[config.mk]
export PLATFORM = sky130hd
export DESIGN_NAME = serial_adder
export DESIGN_NICKNAME = d
export VERILOG_FILES = /design/src/rtl/adder_pkg.sv /design/src/rtl/full_adder.sv /design/src/rtl/serial_adder.sv
export SDC_FILE = /design/constraint.sdc
export NUM_CORES = 1
export LEC_CHECK = 0
export BUFFER_PORTS_ARGS = -buffer_cell sky130_fd_sc_hd__buf_2
export CORE_MARGIN = 1.5
export CORE_UTILIZATION = 40
export DETAILED_ROUTE_END_ITERATION = 16
export GPL_ROUTABILITY_DRIVEN = 0
export SETUP_SLACK_MARGIN = 0.05
export SKIP_CTS_REPAIR_TIMING = 1
export SLEW_MARGIN = 10
export SYNTH_ARGS = -nofsm -noshare
export SYNTH_HDL_FRONTEND = slang
export SYNTH_SLANG_ARGS = --single-unit
[constraint.sdc]
create_clock -name clk -period 2.4 [get_ports clk]
set_clock_uncertainty 0.1 [all_clocks]
set_input_delay 0.6 -clock clk [delete_from_list [all_inputs] [get_ports clk]]
set_output_delay 0.6 -clock clk [all_outputs]
set_load 0.005 [all_outputs]
[src/rtl/adder_pkg.sv]
// Shared definitions for the bit-serial adder/subtractor: FSM state encodings
// and the sizing rule for the bit index counter.
package adder_pkg;

  typedef enum logic [1:0] {
    IDLE = 2'd0,
    RUN  = 2'd1,
    DONE = 2'd2
  } state_t;

  // A one-bit operand still needs a one-bit index register.
  function automatic int idx_width(input int width);
    return (width <= 1) ? 1 : $clog2(width);
  endfunction

endpackage

[src/rtl/full_adder.sv]
// One-bit full adder made from two half adders whose carries are ORed.
module full_adder (
  input  logic a,
  input  logic b,
  input  logic cin,
  output logic sum,
  output logic cout
);

  logic h1_sum;
  logic h1_carry;
  logic h2_carry;

  assign h1_sum   = a ^ b;
  assign h1_carry = a & b;
  assign sum      = h1_sum ^ cin;
  assign h2_carry = h1_sum & cin;
  assign cout     = h1_carry | h2_carry;

endmodule

[src/rtl/serial_adder.sv]
// Bit-serial adder/subtractor: one full-adder evaluation per clock, LSB first,
// with the assembled result published to sum/cout for a single DONE cycle.
module serial_adder
  import adder_pkg::*;
#(
  parameter int WIDTH = 8
) (
  input  logic             clk,
  input  logic             rst_n,
  input  logic             start,
  input  logic             sub,
  input  logic [WIDTH-1:0] a,
  input  logic [WIDTH-1:0] b,
  output logic [WIDTH-1:0] sum,
  output logic             cout,
  output logic             busy,
  output logic             done
);

  localparam int             IW   = idx_width(WIDTH);
  localparam logic [IW-1:0]  LAST = IW'(WIDTH - 1);

  state_t           state;
  logic [IW-1:0]    idx;
  logic             carry;
  logic [WIDTH-1:0] a_q;
  logic [WIDTH-1:0] b_q;
  logic [WIDTH-1:0] acc;
  logic [WIDTH-1:0] acc_next;
  logic             fa_sum;
  logic             fa_cout;

  full_adder u_fa (
    .a    (a_q[idx]),
    .b    (b_q[idx]),
    .cin  (carry),
    .sum  (fa_sum),
    .cout (fa_cout)
  );

  // Partial result with the current bit inserted; also the final result on the
  // last RUN edge, so sum can be loaded in the same edge that enters DONE.
  always_comb begin
    acc_next      = acc;
    acc_next[idx] = fa_sum;
  end

  // NOTE: every register, operand latches included, sits on the async reset so
  // an aborted operation leaves no stale partial state behind.
  always_ff @(posedge clk or negedge rst_n) begin
    if (!rst_n) begin
      state <= IDLE;
      idx   <= '0;
      carry <= 1'b0;
      a_q   <= '0;
      b_q   <= '0;
      acc   <= '0;
      sum   <= '0;
      cout  <= 1'b0;
      busy  <= 1'b0;
      done  <= 1'b0;
    end else begin
      // NOTE: non-blocking assignments throughout, so every branch reads the
      // pre-edge values of idx, carry and acc.
      case (state)
        IDLE: begin
          done <= 1'b0;
          if (start) begin
            a_q   <= a;
            b_q   <= sub ? ~b : b;
            carry <= sub;
            idx   <= '0;
            acc   <= '0;
            busy  <= 1'b1;
            state <= RUN;
          end
        end
        RUN: begin
          acc   <= acc_next;
          carry <= fa_cout;
          idx   <= idx + 1'b1;
          if (idx == LAST) begin
            sum   <= acc_next;
            cout  <= fa_cout;
            done  <= 1'b1;
            state <= DONE;
          end
        end
        DONE: begin
          done  <= 1'b0;
          busy  <= 1'b0;
          state <= IDLE;
        end
        default: begin
          done  <= 1'b0;
          busy  <= 1'b0;
          state <= IDLE;
        end
      endcase
    end
  end

endmodule

==> impl_results.md <==
* Clock buffer depth at 2
* Buffers on Ports at 30
* Gr usage total at 16.5%
* DIE WIDTH at 73.9 um
* Iter 0 DRT Violations at 45
* # diodes at 0
* Mapped Nets at 216
* Leakage at 1.12 nW
* CP top delay family: compound AO/OA/AOI/OAI gates
* Critical path class: register to register
* Failing checks: negative setup slack
* Crit path DAT at 2.57 ns
* Vias in the first global route at 1363
* Relative slew slack at 68.4%
* Clock tree sinks at 41
* Total CTS buffers at 5
* Worst setup path end: acc[0]$_DFFE_PN0P_
* Core Rows at 25
* Largest net degree at the start of global routing at 23
* Design area at 2420 um2
* RSZ-0062 raised after global routing: yes
* IO Pins at 31
* Run status: complete, but fails checks
* Post-synthesis sequential area ratio at 51.0%
* Reg2Reg Depth at 7
* WHS at 0.147 ns
* Worst R2R End: acc[0]$_DFFE_PN0P_
* Flop2flop setup slack at -0.07 ns
* Reg clk slew, reported paths at 0.08 ns
* Final WL at 3.91 mm
* DP Worst Slack at -0.0488 ns
* Max Slew Vio Count at 0
* Nets at 256
* Netlist cell types at 38
* CP max FO at 5
* Fin crit period at 2.47 ns
* Grt total ovfl at 0
* Pre-Repair DR Iteration Count at 5
* Worst setup SP type: register
* Worst endpoint required time at 2.50 ns
* Final period utilization at 103%
* CP endpoint kind: register
* Clock H-tree levels at 2
* Total power at 0.00366 W
* Post-Place Cells at 291
* Buf/Inv on CP at 0
* Core Footprint at 4790 um2
* Worst hold path class: primary input to asynchronous set/reset pin
* Max VDD drop at 0.896 mV
* Vias per cell at 4.91
* Share of post-route cells with drive strength above 1 at 29.9%
* Syn_area_per_cell at 10.4 um2
* Setup WS post-layout at -0.0676 ns
* Most frequent cells in the layout: 41 x dfrtp_1, 30 x buf_2, 17 x a21oi_1, 16 x nor2_1, 15 x nand2_1
* Fmax at 0.405 GHz
* Area Growth Syn to Fin at 20.4%
* Slew @ Worst Pin at 0.474 ns
* Yosys reg bits at 41
* CP Cell Sequence: mux2_4 -> a22o_1 -> a211o_1 -> fa_1 -> nand2b_1 -> or2_4 -> o41ai_2
* Fillers at 460
* Final setup violation count at 5
* Commonest non-fill, non-tap cell in the layout: dfrtp_1
* Yosys warning count at 0
* Crit path from: idx[1]$_DFFE_PN0P_
* Post-Place Cell Area at 2290 um2
* CP max-delay cell: fa_1
* Clk Latency, worst-skew pair at 0.30 ns
* Synthesized cell area at 2010 um2
* Initial core utilization at 42.0%
* Synth Instances at 193
* Dpl hpwl at 2.82 mm
* Die area at 5460 um2
* Antenna viol nets, final at 0
* CTS Root Buffer Type: clkbuf_8
* Non-filler cells in the finished layout at 301
* R2R Path Start: idx[1]$_DFFE_PN0P_
* Pwr dens at 1510 nW/um2
* CTS tree: built
* Final Hold Vio Count at 0
* Vias at 1479
* Wire per inst at 13.0 um
* Die Y at 73.9 um
* Initial antenna violation count at 0
* DRC viols at 0
* First-pass GRT wire length at 6.71 mm
* Critical Path Stages at 7
* Slowest cell delay on critical path at 0.53 ns
* Max_cap viols at 0
## cell type report
class / count / area, um2 / share of cell area [%]
inverters: 8 / 30.0 / 1.24
multi-input cells: 131 / 908 / 37.5
clock buffers: 8 / 80.1 / 3.31
repair buffers: 46 / 294 / 12.1
flip-flops and latches: 41 / 1030 / 42.4
well taps: 67 / 83.8 / 3.46
## registers in the layout, indices dropped and copies added, names as in the netlist, 2 cells and up
register	flops
a_q	8
acc	8
b_q	8
sum	8
idx	3
state	2
## cell usage after synthesis, drive strengths merged
library cell   n  area [um2]
o31ai          1        7.51
or2            1        6.26
mux2          10         116
o21bai         2        15.0
nand4          1        6.26
ha             2        25.0
a211o          1        8.76
a21oi         17        85.1
dfrtp         41        1030
o2bb2ai        1        8.76
o21ai         13        65.1
mux2i         11         110
fa             1        20.0
a211oi         1        7.51
buf           11        66.3
clkbuf         2        17.5
or3            1        6.26
o41ai          1        8.76
nand2         15        56.3
nand3          3        15.0
a21o           1        7.51
nand2b         3        18.8
o22ai          4        25.0
and2           1        6.26
a31oi          3        18.8
nor3           2        10.0
xnor2          8        70.1
nor3b          3        22.5
inv            8        30.0
nand3b         3        22.5
a22o           3        26.3
and2b          2        16.3
nor2          16        60.1
## worst min-delay path by stage
| stage | from | endpoint | slack, ns | depth (start not counted) |
|---|---|---|---|---|
| floorplan | rst_n | a_q[0]$_DFFE_PN0P_ | 0.20 | 0 |
| global placement | sum[4]$_DFFE_PN0P_ | sum[4]$_DFFE_PN0P_ | 0.36 | 2 |
| detailed placement | sum[3]$_DFFE_PN0P_ | sum[3]$_DFFE_PN0P_ | 0.36 | 2 |
| CTS | rst_n | sum[6]$_DFFE_PN0P_ | 0.16 | 1 |
| global route | rst_n | sum[1]$_DFFE_PN0P_ | 0.18 | 1 |
| finish | rst_n | sum[6]$_DFFE_PN0P_ | 0.15 | 1 |
## cells by family (layout without fill, tap and decap cells)
logic type	after synthesis	in the layout	synth area share (%)
AO/OA/AOI/OAI	48	48	14.1
buffers and inverters	21	62	5.66
flip-flops	41	41	51.0
adder cells (fa/ha/maj)	3	3	2.24
AND/OR/NAND/NOR	51	51	12.3
XOR/XNOR	8	8	3.48
multiplexers	21	21	11.3
## routing by layer
layer / global-route usage (%) / routed length [um] / up-vias
li1: - / - / 752
met1: 23.6 / 1960 / 683
met2: 23.3 / 1750 / 37
met3: 3.98 / 133 / 7
met4: 8.02 / 65 / 0
met5: 0 / 0 / -
## power breakdown
| part | total [W] | internal (W) | switching (W) |
|---|---|---|---|
| clock | 0.000441 | 0.000207 | 0.000234 |
| combinational | 0.00202 | 0.00103 | 0.000996 |
| sequential | 0.00120 | 0.000994 | 0.000202 |
## per-stage QoR
stage	TNS [ns]	utilization (%)
after floorplan	-0.0668	-
after global placement	0	47.9
after detailed placement	-0.0488	47.9
after CTS	-0.0753	49.6
after global routing	-1.04	50.6
final	-0.138	50.6
Power figures use the tool's default switching activity.
